**src/rtl/fmul_round_stage.sv**
```systemverilog
`default_nettype none
// ============================================================================
// Module : fmul_round_stage
// Rounds a normalised multiplier significand to MAN_W bits (five rounding
// modes) through a two-stage valid/ready pipeline.
// Rev    : 1.0
// ============================================================================

module fmul_round_stage #(
  parameter int SIG_W   = 64,
  parameter int MAN_W   = 24,
  parameter int LSB_POS = 24,
  parameter int EXP_W   = 9
) (
  input  logic             clk,
  input  logic             rst_n,
  input  logic [SIG_W:0]   x_i,
  input  logic [EXP_W-1:0] e_i,
  input  logic [2:0]       rm_i,
  input  logic             in_valid_i,
  output logic             in_ready_o,
  output logic [SIG_W:0]   x_o,
  output logic [EXP_W-1:0] e_o,
  output logic             inexact_o,
  output logic             ovf_o,
  output logic             out_valid_o,
  input  logic             out_ready_i
);

  localparam int c_hi_w = SIG_W - LSB_POS - MAN_W;

  localparam logic [2:0] c_rm_rne = 3'd0;
  localparam logic [2:0] c_rm_rtz = 3'd1;
  localparam logic [2:0] c_rm_rdn = 3'd2;
  localparam logic [2:0] c_rm_rup = 3'd3;
  localparam logic [2:0] c_rm_rhu = 3'd4;

  // --------------------------------------------------------------------------
  // Handshake
  // --------------------------------------------------------------------------
  logic s1_valid_q, s1_valid_d;
  logic s2_valid_q, s2_valid_d;
  logic w_s2_accept;
  logic w_in_fire;
  logic w_s2_load;

  assign w_s2_accept = !s2_valid_q || out_ready_i;
  assign in_ready_o  = !s1_valid_q || w_s2_accept;
  assign w_in_fire   = in_valid_i && in_ready_o;
  assign w_s2_load   = w_s2_accept && s1_valid_q;

  // S1 drains into S2 whenever S2 accepts, so a full S1 refills in that cycle.
  assign s1_valid_d  = w_in_fire || (s1_valid_q && !w_s2_accept);
  assign s2_valid_d  = w_s2_accept ? s1_valid_q : s2_valid_q;

  // --------------------------------------------------------------------------
  // Stage 1: field extraction and round decision
  // --------------------------------------------------------------------------
  logic             w_sign;
  logic [MAN_W-1:0] w_man;
  logic             w_l, w_g, w_s;
  logic             w_inc;
  logic             w_unused_hi;

  assign w_sign      = x_i[SIG_W];
  assign w_man       = x_i[LSB_POS+MAN_W-1:LSB_POS];
  assign w_l         = x_i[LSB_POS];
  assign w_g         = x_i[LSB_POS-1];
  assign w_s         = |x_i[LSB_POS-2:0];
  assign w_unused_hi = ^x_i[SIG_W-1:LSB_POS+MAN_W];

  always_comb begin
    w_inc = 1'b0;
    case (rm_i)
      c_rm_rtz: w_inc = 1'b0;
      c_rm_rdn: w_inc = w_sign && (w_g || w_s);
      c_rm_rup: w_inc = !w_sign && (w_g || w_s);
      c_rm_rhu: w_inc = w_g;
      c_rm_rne: w_inc = w_g && (w_l || w_s);
      default:  w_inc = w_g && (w_l || w_s);
    endcase
  end

  logic             s1_sign_q;
  logic [EXP_W-1:0] s1_exp_q;
  logic [MAN_W-1:0] s1_man_q;
  logic             s1_g_q, s1_s_q;
  logic             s1_inc_q;

  always_ff @(posedge clk or negedge rst_n) begin
    if (!rst_n) begin
      s1_valid_q <= 1'b0;
      s1_sign_q  <= 1'b0;
      s1_exp_q   <= '0;
      s1_man_q   <= '0;
      s1_g_q     <= 1'b0;
      s1_s_q     <= 1'b0;
      s1_inc_q   <= 1'b0;
    end else begin
      s1_valid_q <= s1_valid_d;
      if (w_in_fire) begin
        s1_sign_q <= w_sign;
        s1_exp_q  <= e_i;
        s1_man_q  <= w_man;
        s1_g_q    <= w_g;
        s1_s_q    <= w_s;
        s1_inc_q  <= w_inc;
      end
    end
  end

  // --------------------------------------------------------------------------
  // Stage 2: increment, renormalise on carry-out, saturate exponent
  // --------------------------------------------------------------------------
  logic [MAN_W:0]   w_sum;
  logic             w_carry;
  logic             w_exp_max;
  logic [MAN_W-1:0] s2_man_d;
  logic [EXP_W-1:0] s2_exp_d;
  logic             s2_ovf_d;

  assign w_sum     = {1'b0, s1_man_q} + {{MAN_W{1'b0}}, s1_inc_q};
  assign w_carry   = w_sum[MAN_W];
  assign w_exp_max = &s1_exp_q;

  always_comb begin
    s2_man_d = w_sum[MAN_W-1:0];
    s2_exp_d = s1_exp_q;
    s2_ovf_d = 1'b0;
    if (w_carry) begin
      // Carry out of an all-ones mantissa always leaves exactly 1.000...
      s2_man_d = {1'b1, {(MAN_W-1){1'b0}}};
      if (w_exp_max) begin
        s2_ovf_d = 1'b1;
      end else begin
        s2_exp_d = s1_exp_q + {{(EXP_W-1){1'b0}}, 1'b1};
      end
    end
  end

  logic             s2_sign_q;
  logic [MAN_W-1:0] s2_man_q;
  logic [EXP_W-1:0] s2_exp_q;
  logic             s2_inx_q;
  logic             s2_ovf_q;

  always_ff @(posedge clk or negedge rst_n) begin
    if (!rst_n) begin
      s2_valid_q <= 1'b0;
      s2_sign_q  <= 1'b0;
      s2_man_q   <= '0;
      s2_exp_q   <= '0;
      s2_inx_q   <= 1'b0;
      s2_ovf_q   <= 1'b0;
    end else begin
      s2_valid_q <= s2_valid_d;
      if (w_s2_load) begin
        s2_sign_q <= s1_sign_q;
        s2_man_q  <= s2_man_d;
        s2_exp_q  <= s2_exp_d;
        s2_inx_q  <= s1_g_q || s1_s_q;
        s2_ovf_q  <= s2_ovf_d;
      end
    end
  end

  assign out_valid_o = s2_valid_q;
  assign x_o         = {s2_sign_q, {c_hi_w{1'b0}}, s2_man_q, {LSB_POS{1'b0}}};
  assign e_o         = s2_exp_q;
  assign inexact_o   = s2_inx_q;
  assign ovf_o       = s2_ovf_q;

endmodule

`default_nettype wire

```
**config.mk**
```make
export PLATFORM = sky130hd
export DESIGN_NAME = fmul_round_stage
export DESIGN_NICKNAME = d
export VERILOG_FILES = /design/src/rtl/fmul_round_stage.sv
export SDC_FILE = /design/constraint.sdc
export NUM_CORES = 1
export LEC_CHECK = 0
export ABC_AREA = 1
export CORE_ASPECT_RATIO = 0.6
export CORE_MARGIN = 5
export CORE_UTILIZATION = 48
export DETAILED_ROUTE_END_ITERATION = 6
export PLACE_DENSITY = 0.9
export SLEW_MARGIN = 20
export SYNTH_ARGS = -nofsm -noshare
export SYNTH_HDL_FRONTEND = slang
export SYNTH_SLANG_ARGS = --single-unit
```
**constraint.sdc**
```tcl
create_clock -name clk -period 5.55 [get_ports clk]
set_clock_uncertainty 0.15 [all_clocks]
set_input_delay 1.11 -clock clk [delete_from_list [all_inputs] [get_ports clk]]
set_output_delay 1.11 -clock clk [all_outputs]
set_load 0.01 [all_outputs]
```
==> results.txt, run 1 <==
Worst-Margin Slew -> 939 ps
Fmax -> 284 MHz
CTS HTree Levels -> 3
CTS tree -> built
Post-synth EDFFs -> 0
Largest net degree at the start of global routing -> 76
Fin nets -> 755
RSZ-0062 raised after global routing -> false
Final Hold Fails -> 0
Clock sink count -> 75
Synth area leaders -> dfrtp_1 (45%), nand2_1 (23%), buf_4 (7.3%)
Placed Cells -> 772
Ant. Diodes -> 0
Post-CTS Setup Inserts -> 0
Tot GR Track Use -> 22.4%
Die Y -> 82.4 microns
CP required -> 4290 ps
Leak pwr -> 2.65 nW
CP max FO -> 3
Synth Cell Area -> 0.00419 sq mm
Port Buffer Count -> 102
Distinct cells, synth -> 29
Syn_area_per_cell -> 7.31 sq um
CP peak stage delay -> 550 ps
Initial core utilization -> 49.1%
Seq/Total Area, Yosys -> 44.8%
CP Data Arrival Time -> 2260 ps
Post-synthesis simple-gate area fraction -> 33.8%
Num CTS Buffers -> 9
Core Util, Final -> 63.5%
Synth Area in Compound Gates -> 5.02%
Crit path capture type -> output pin
Crit path time final -> 3520 ps
Drt wl/cell -> 14.3 microns
Vias per cell -> 4.77
Most common cell in the netlist -> nand2_1
Async S/R FF share, synth -> 100%
Clock Tree Buf Depth -> 2
Final wirelength -> 11300 microns
Largest family of logic cells by synthesized area -> simple AND/OR/NAND/NOR gates
Mux cell area share after synthesis -> 0%
Remaining global-route overflow -> 0
Max-slew headroom -> 37.4%
Hold WS -> 327 ps
Iter 0 DRT Violations -> 222
Ys flop type -> dfrtp_1
Setup tns final -> 0 ps
Syn Inst Count -> 573
Post-CTS Resized -> 0
Synth area leader -> dfrtp_1
DPL Wire Length -> 8510 microns
Die width -> 131 microns
CORE AREA -> 0.00852 sq mm
CP startpoint kind -> input port
Final ANT Viol Nets -> 0
R2R setup slack -> 3080 ps
XOR/XNOR Fraction of Synth Area -> 3.14%
Site Rows -> 26
PD cells -> 316 mW/mm^2
Clock Pin Slew Worst Setup and Hold Paths -> 50 ps
Post-route insts no fill -> 787
Post-synth top area share -> 44.8%
Drc violations -> 0
I/O pins -> 159
Root Driver -> clkbuf_16
Period Utilization, post-route -> 63.3%
Post-synthesis adder-cell area fraction -> 0.896%
Max cap viols -> 0
Critical Path Most Common Cell -> clkdlybuf4s50_1
DR vias -> 3755
Final-report setup violation count -> 0
Layout cells sized above 1 -> 5.63%
Die area -> 0.0108 sq mm
Hold Buf Count CTS -> 0
First-pass GRT wire length -> 18700 microns
Worst skew pair latency -> 330 ps
Final Max Tran Viols -> 0
Antenna violations before repair -> 0
Synth cell count leaders -> nand2_1 (253), dfrtp_1 (75), nor2_1 (48)
Synth-to-Final Area Change -> 29.3%
CP Class -> input port to output pin
Routability cong. -> 0.906
Vias in the first global route -> 3836
Crit-path cells -> clkdlybuf4s50_1 -> inv_1 -> nand3_1 -> clkdlybuf4s50_1
Ys Warns -> 0
Crit-path slowest cell -> clkdlybuf4s50_1
Pre-antenna DRT Iters -> 4
Synth Register Bits -> 75
Peak supply drop -> 0.158 mV
Outcome -> completed
Worst min path class -> flop to flop
==> cells by family after synthesis <==
group	count (synthesis)
simple gates	347
buf+inv	93
flops	75
compound gates	39
xor+xnor	15
fa+ha+maj	3
other cells	1
==> stage by stage <==
stage | power [mW] | setup WS [ps] | cell area [sq um]
after global routing | 1.81 | 1960 | 5420
after detailed placement | 1.17 | 1920 | 5130
after CTS | 1.72 | 2030 | 5410
final | 1.71 | 2030 | 5420
after global placement | 1.15 | 1980 | 5130
after floorplan | 0.946 | 3000 | 4340
==> layout make-up <==
type                    instances  area [sq um]
flip-flops and latches         75          1880
clock inverters                 2          10.0
inverters                      38           143
clock buffers                  13           270
fillers                       765          3110
multi-input cells             444          1950
repair buffers                103          1030
well taps                     112           140
==> flip-flops by register name, summed over array words and instances (netlist names) <==
| register | cells |
|---|---|
| inexact_o | 1 |
| s1_valid_q | 1 |
| s1_man_q | 24 |
| s1_g_q | 1 |
| s1_exp_q | 9 |
| s1_sign_q | 1 |
| ovf_o | 1 |
| out_valid_o | 1 |
| e_o | 9 |
| s2_man_q | 24 |
| s1_s_q | 1 |
| s2_sign_q | 1 |
| s1_inc_q | 1 |
==> where the power goes <==
| group | internal (mW) | total, mW | switching (mW) |
|---|---|---|---|
| combinational | 0.213 | 0.437 | 0.224 |
| clock | 0.335 | 0.552 | 0.217 |
| sequential | 0.643 | 0.721 | 0.0779 |
==> cells in the final DEF, fill, tap and decap left out, types with 3 or more instances in the layout <==
master	Yosys	layout
clkbuf_16	0	9
clkbuf_8	0	3
clkdlybuf4s50_1	0	101
conb_1	1	40
dfrtp_1	75	75
ha_1	3	3
inv_1	32	32
inv_2	6	6
nand2_1	253	252
nand2_2	2	3
nand3_1	24	24
nand4_1	8	8
nor2_1	48	48
nor2_2	3	3
nor2_4	4	4
o21ai_0	25	25
o21ai_1	10	10
xnor2_1	8	8
xor2_1	7	7
==> path summary, 6_finish.rpt <==
check                             from           end  depth (start not counted)
max in group asynchronous        rst_n   s1_exp_q[5]                          1
min reg2reg                     e_o[2]        e_o[2]                          2
max                        out_ready_i    in_ready_o                          4
min in group asynchronous        rst_n   s2_man_q[9]                          1
min                             e_o[2]        e_o[2]                          2
max reg2reg                out_valid_o  s1_man_q[20]                          5
==> critical path, delay by kind of cell <==
kind | cells | cell delay [ps]
buf+inv | 3 | 1040
simple gates | 1 | 100
==> layer usage <==
layer | vias up | part of all wire (%) | global-route usage [%]
li1 | 1886 | - | -
met1 | 1748 | 44 | 29.3
met2 | 110 | 49 | 36.6
met3 | 11 | 6.3 | 7.26
met4 | 0 | 1.0 | 4.93
met5 | - | 0 | 0
Power figures use the tool's default switching activity.
==> inputs of run 2 (changes only) <==
CORE_UTILIZATION = 45   (was 48)
PLACE_DENSITY = 0.86   (was 0.9)
clock period = 3.4 ns   (was 5.55 ns; I/O delays follow)
==> results.txt, run 2 (synthesized netlist as in run 1, its figures left out) <==
Outcome -> finished, violations left (was completed)
Violated checks -> design-rule violations
Remaining global-route overflow -> 0 (unchanged)
CTS tree -> built (unchanged)
Period Utilization, post-route -> 78.7%
CP Class -> input port to output pin (unchanged)
Worst skew pair latency -> 340 ps (was 330 ps)
Vias per cell -> 4.80 (was 4.77)
Commonest cells after routing, fill and taps aside -> nand2_1 (253), clkdlybuf4s50_1 (101), dfrtp_1 (75) (was nand2_1 (252), clkdlybuf4s50_1 (101), dfrtp_1 (75))
Met2 Use GR -> 33.4% (was 36.6%)
Clock sink count -> 75 (unchanged)
CORE AREA -> 0.00912 sq mm (was 0.00852 sq mm)
Dpl cell area -> 0.00517 sq mm (was 0.00513 sq mm)
Final Hold Fails -> 0 (unchanged)
Crit path buf inv count -> 3 (unchanged)
Synth-to-Final Area Change -> 30.9% (was 29.3%)
Site Rows -> 27 (was 26)
Crit path max-delay family -> buffers and inverters (unchanged)
CP required -> 2570 ps (was 4290 ps)
Hold Buf Count CTS -> 0 (unchanged)
Iter 0 DRT Violations -> 251 (was 222)
Final WS setup -> 723 ps (was 2030 ps)
Setup tns final -> 0 ps (unchanged)
Max cap viols -> 0 (unchanged)
Drt wl/cell -> 14.2 microns (was 14.3 microns)
Final Max Tran Viols -> 0 (unchanged)
Initial core utilization -> 45.9% (was 49.1%)
Crit path time final -> 2680 ps
Pre-antenna DRT Iters -> 7 (was 4)
DPL Wire Length -> 8540 microns (was 8510 microns)
Largest net degree at the start of global routing -> 76 (unchanged)
Root Driver -> clkbuf_16 (unchanged)
Core Util, Final -> 60.1% (was 63.5%)
Worst min path class -> flop to flop (unchanged)
Final instance area -> 0.00548 sq mm (was 0.00542 sq mm)
Clock Tree Buf Depth -> 2 (unchanged)
R2R setup slack -> 1150 ps (was 3080 ps)
Pre-CTS setup slack -> 721 ps (was 1920 ps)
Crit-path cells -> clkdlybuf4s50_1 -> inv_1 -> nand3_1 -> clkdlybuf4s50_1 (unchanged)
Hold WS -> 333 ps (was 327 ps)
Die width -> 135 microns (was 131 microns)
Tot Pwr -> 2.90 mW (was 1.71 mW)
Critical Path Most Common Cell -> clkdlybuf4s50_1 (unchanged)
First-pass GRT wire length -> 18800 microns (was 18700 microns)
Crit-path slowest cell -> clkdlybuf4s50_1 (unchanged)
FF-to-FF End -> e_o[6] (was s1_man_q[20])
Layout cells sized above 1 -> 6.04% (was 5.63%)
Post-CTS Resized -> 0 (unchanged)
Num CTS Buffers -> 9 (unchanged)
Post-CTS Setup Inserts -> 0 (unchanged)
Placed Cells -> 780 (was 772)
Worst-Margin Slew -> 958 ps (was 939 ps)
GRT busiest layer -> met2 (unchanged)
Hold Path Origin -> s2_man_q[21] (was e_o[2])
Clock Pin Slew Worst Setup and Hold Paths -> 50 ps (about the same)
Fmax -> 373 MHz
CP startpoint kind -> input port (unchanged)
CP Data Arrival Time -> 1850 ps (was 2260 ps)
Final ANT Viol Nets -> 0 (unchanged)
Routability cong. -> 0.944 (was 0.906)
Die Y -> 84.7 microns (was 82.4 microns)
Max-slew headroom -> 36.1% (was 37.4%)
CP Launch Point -> out_ready_i (unchanged)
Most common cell after layout, fill and taps aside -> nand2_1 (unchanged)
Crit path capture type -> output pin (unchanged)
Die area -> 0.0114 sq mm (was 0.0108 sq mm)
Leak pwr -> 2.68 nW (was 2.65 nW)
CP peak stage delay -> 550 ps (about the same)
Vias in the first global route -> 3792 (was 3836)
RSZ-0062 raised after global routing -> false (unchanged)
Peak supply drop -> 0.266 mV (was 0.158 mV)
Tot GR Track Use -> 20.5% (was 22.4%)
GR Layer Usage met1 -> 27.8% (was 29.3%)
Hold EP -> s2_man_q[21] (was e_o[2])
Hold path cells -> 2 (unchanged)
PD cells -> 528 mW/mm^2 (was 316 mW/mm^2)
I/O pins -> 159 (unchanged)
Largest regs -> s1_man_q (24), s2_man_q (24) (unchanged)
Ant. Diodes -> 0 (unchanged)
Fin nets -> 759 (was 755)
Post-route insts no fill -> 795 (was 787)
Cells on worst reg2reg path -> 12 (was 5)
Port Buffer Count -> 102 (unchanged)
DR vias -> 3818 (was 3755)
Drc violations -> 1 (was 0)
Final-report setup violation count -> 0 (unchanged)
Antenna violations before repair -> 0 (unchanged)
M3 GR Usage -> 5.57% (was 7.26%)
Final wirelength -> 11300 microns (about the same)
CP max FO -> 3 (unchanged)
Worst r2r src -> s1_inc_q (was out_valid_o)
CTS HTree Levels -> 3 (unchanged)
==> run 2: cell types whose count changed in the layout (fill, tap and decap cells not counted) <==
cell       delta
nand2_2       -1
clkinv_2      -2
clkbuf_8      +1
buf_4         +4
nand2_1       +1
bufinv_16     +1
==> run 2: tightest hold or removal path: stages, from the launching register on <==
cell	delay [ps]
dfrtp_1	340
nand2_1	50
nand2_1	50
==> run 2: area by class of cell <==
type / instances / area, sq um
Fill cell: 854 / 3640
Multi-Input combinational cell: 444 / 1950
Sequential cell: 75 / 1880
Timing Repair Buffer: 107 / 1060
Clock buffer: 14 / 284
Tap cell: 116 / 145
Inverter: 38 / 143
Clock inverter: 1 / 30.0
==> run 2: how the worst max path moves through the flow <==
stage	end	slack [ps]	cells after the start
2_1_floorplan	s2_man_q[3]	1620	11
3_3_place_gp	in_ready_o	750	4
4_1_cts	in_ready_o	710	4
3_5_place_dp	in_ready_o	720	4
5_1_grt	in_ready_o	650	4
6_report	in_ready_o	720	4
==> run 2: power by group <==
part	internal (mW)	leakage (nW)	switching [mW]
Combinational	0.353	1.60	0.364
Sequential	1.05	0.924	0.127
Clock	0.645	0.155	0.359
==> run 2: per-layer routing <==
metal / vias up / routed length (microns)
met4: 0 / 94
met2: 124 / 5330
met1: 1792 / 5140
met5: - / 0
met3: 15 / 749
li1: 1887 / -
==> inputs of run 3 (changes only) <==
CORE_UTILIZATION = 40   (was 45)
PLACE_DENSITY = 0.81   (was 0.86)
clock period = 2.3 ns   (was 3.4 ns; I/O delays follow)
==> results.txt, run 3 (synthesized netlist as in run 1, its figures left out) <==
Most common cell after layout, fill and taps aside -> nand2_1 (unchanged)
Peak supply drop -> 0.431 mV (was 0.266 mV)
Drt wl/cell -> 14.0 microns (was 14.2 microns)
Commonest cells after routing, fill and taps aside -> nand2_1 (253), clkdlybuf4s50_1 (101), dfrtp_1 (75) (unchanged)
Die area -> 0.0127 sq mm (was 0.0114 sq mm)
First-pass GRT wire length -> 18400 microns (was 18800 microns)
Fmax -> 448 MHz
Worst-Margin Slew -> 538 ps (was 958 ps)
Port Buffer Count -> 102 (unchanged)
Setup tns final -> 0 ps (unchanged)
Period Utilization, post-route -> 97.1%
Crit path capture type -> output pin (unchanged)
Final instance area -> 0.00555 sq mm (was 0.00548 sq mm)
CP required -> 1690 ps (was 2570 ps)
Core Util, Final -> 55.2% (was 60.1%)
Post-CTS Setup Inserts -> 0 (unchanged)
CP peak stage delay -> 560 ps (was 550 ps)
Comb pwr share -> 25.1% (was 24.7%)
Root Driver -> clkbuf_16 (unchanged)
Synth-to-Final Area Change -> 32.5% (was 30.9%)
Switching power -> 1.28 mW (was 0.849 mW)
Clock Pin Slew Worst Setup and Hold Paths -> 50 ps (about the same)
Largest net degree at the start of global routing -> 41 (was 76)
I/O pins -> 159 (unchanged)
Pre-antenna DRT Iters -> 5 (was 7)
Routability cong. -> 0.920 (was 0.944)
CTS tree -> built (unchanged)
CP Class -> input port to output pin (unchanged)
Remaining global-route overflow -> 0 (unchanged)
CORE AREA -> 0.0101 sq mm (was 0.00912 sq mm)
Hold path cells -> 2 (unchanged)
Seq pwr share -> 40.8% (was 40.6%)
Final ANT Viol Nets -> 0 (unchanged)
Tot GR Track Use -> 18.6% (was 20.5%)
Iter 0 DRT Violations -> 297 (was 251)
Drc violations -> 0 (was 1)
Num CTS Buffers -> 9 (unchanged)
Sw frac -> 29.8% (was 29.3%)
DPL Wire Length -> 8870 microns (was 8540 microns)
Antenna violations before repair -> 0 (unchanged)
Fin nets -> 762 (was 759)
Die width -> 142 microns (was 135 microns)
Worst min path class -> flop to flop (unchanged)
Die Y -> 89.3 microns (was 84.7 microns)
Final Max Tran Viols -> 0 (unchanged)
Final-report setup violation count -> 0 (unchanged)
Max-slew headroom -> 64.1% (was 36.1%)
Site Rows -> 28 (was 27)
Clock Tree Buf Depth -> 2 (unchanged)
Vias per cell -> 4.71 (was 4.80)
Crit-path cells -> clkdlybuf4s50_1 -> inv_1 -> nand3_1 -> clkdlybuf4s50_1 (unchanged)
DR vias -> 3847 (was 3818)
CP Data Arrival Time -> 1620 ps (was 1850 ps)
Vias in the first global route -> 3718 (was 3792)
Clock sink count -> 75 (unchanged)
Final Hold Fails -> 0 (unchanged)
Crit path time final -> 2230 ps
Outcome -> completed (was finished, violations left)
Layout cells sized above 1 -> 6.30% (was 6.04%)
Internal power -> 3.02 mW (was 2.05 mW)
Cells on worst reg2reg path -> 11 (was 12)
Crit-path slowest cell -> clkdlybuf4s50_1 (unchanged)
Final wirelength -> 11500 microns (was 11300 microns)
RSZ-0062 raised after global routing -> false (unchanged)
Initial core utilization -> 41.7% (was 45.9%)
Largest regs -> s1_man_q (24), s2_man_q (24) (unchanged)
Max cap viols -> 0 (unchanged)
Leak pwr -> 2.70 nW (was 2.68 nW)
CP startpoint kind -> input port (unchanged)
Tot Pwr -> 4.31 mW (was 2.90 mW)
Power share of the clock group -> 34.1% (was 34.7%)
CP max FO -> 3 (unchanged)
Worst skew pair latency -> 340 ps (about the same)
Critical Path Most Common Cell -> clkdlybuf4s50_1 (unchanged)
Dpl cell area -> 0.00523 sq mm (was 0.00517 sq mm)
PD cells -> 776 mW/mm^2 (was 528 mW/mm^2)
Ant. Diodes -> 0 (unchanged)
CTS HTree Levels -> 3 (unchanged)
==> run 3: cell count changes in the layout (fill, tap and decap cells not counted), sizes merged <==
cell / delta
buf: +2
clkbuf: -4
dlygate4sd3: +1
bufinv: +1
clkinv: +3
==> run 3: cell type report <==
type | count | area, sq um
clock buffers | 10 | 229
clock inverters | 5 | 78.8
fillers | 878 | 4500
inverters | 38 | 145
multi-input cells | 444 | 1950
flip-flops and latches | 75 | 1880
well taps | 135 | 169
repair buffers | 110 | 1110
==> run 3: metrics by stage <==
stage | std cells | hold slack, ps | worst slack, ps
floorplan | 612 | 14.4 | 523
global placement | 801 | 316 | 84.9
detailed placement | 801 | 318 | 66.1
CTS | 817 | 333 | 61.5
global route | 817 | 349 | 7.94
finish | 817 | 333 | 66.1
==> run 3: power by group through the flow <==
| stage | clock [mW] | combinational, mW | sequential, mW |
|---|---|---|---|
| after floorplan | 0 | 0.502 | 1.78 |
| after global placement | 0 | 1.05 | 1.76 |
| after detailed placement | 0 | 1.07 | 1.77 |
| after CTS | 1.49 | 1.09 | 1.75 |
| after global routing | 1.55 | 1.20 | 1.79 |
| final | 1.47 | 1.08 | 1.76 |
==> run 3: worst paths after layout <==
kind                                to  slack, ps        start
max                         in_ready_o         70  out_ready_i
min in group asynchronous  s1_exp_q[1]        490        rst_n
min                        s2_man_q[8]        330  s2_man_q[8]
max in group asynchronous  s2_man_q[0]        910        rst_n
max reg2reg                s2_man_q[1]        150  s1_man_q[0]
min reg2reg                s2_man_q[8]        330  s2_man_q[8]
==> run 3: critical path, delay by kind of cell <==
family	cells	cell delay [ps]
buf+inv	3	1060
simple gates	1	110
==> run 3: routing by layer <==
metal / wire, microns / global-route usage [%] / vias up
li1: - / - / 1907
met1: 5630 / 27.5 / 1792
met2: 4740 / 26.7 / 134
met3: 978 / 5.93 / 14
met4: 103 / 3.75 / 0
met5: 0 / 0 / -
==> run 3: timing repair <==
item,4_1_cts,5_1_grt
hold endpoints to repair,39,0
gates resized for setup,0,1
setup endpoints to repair,0,1
hold buffers,1,0
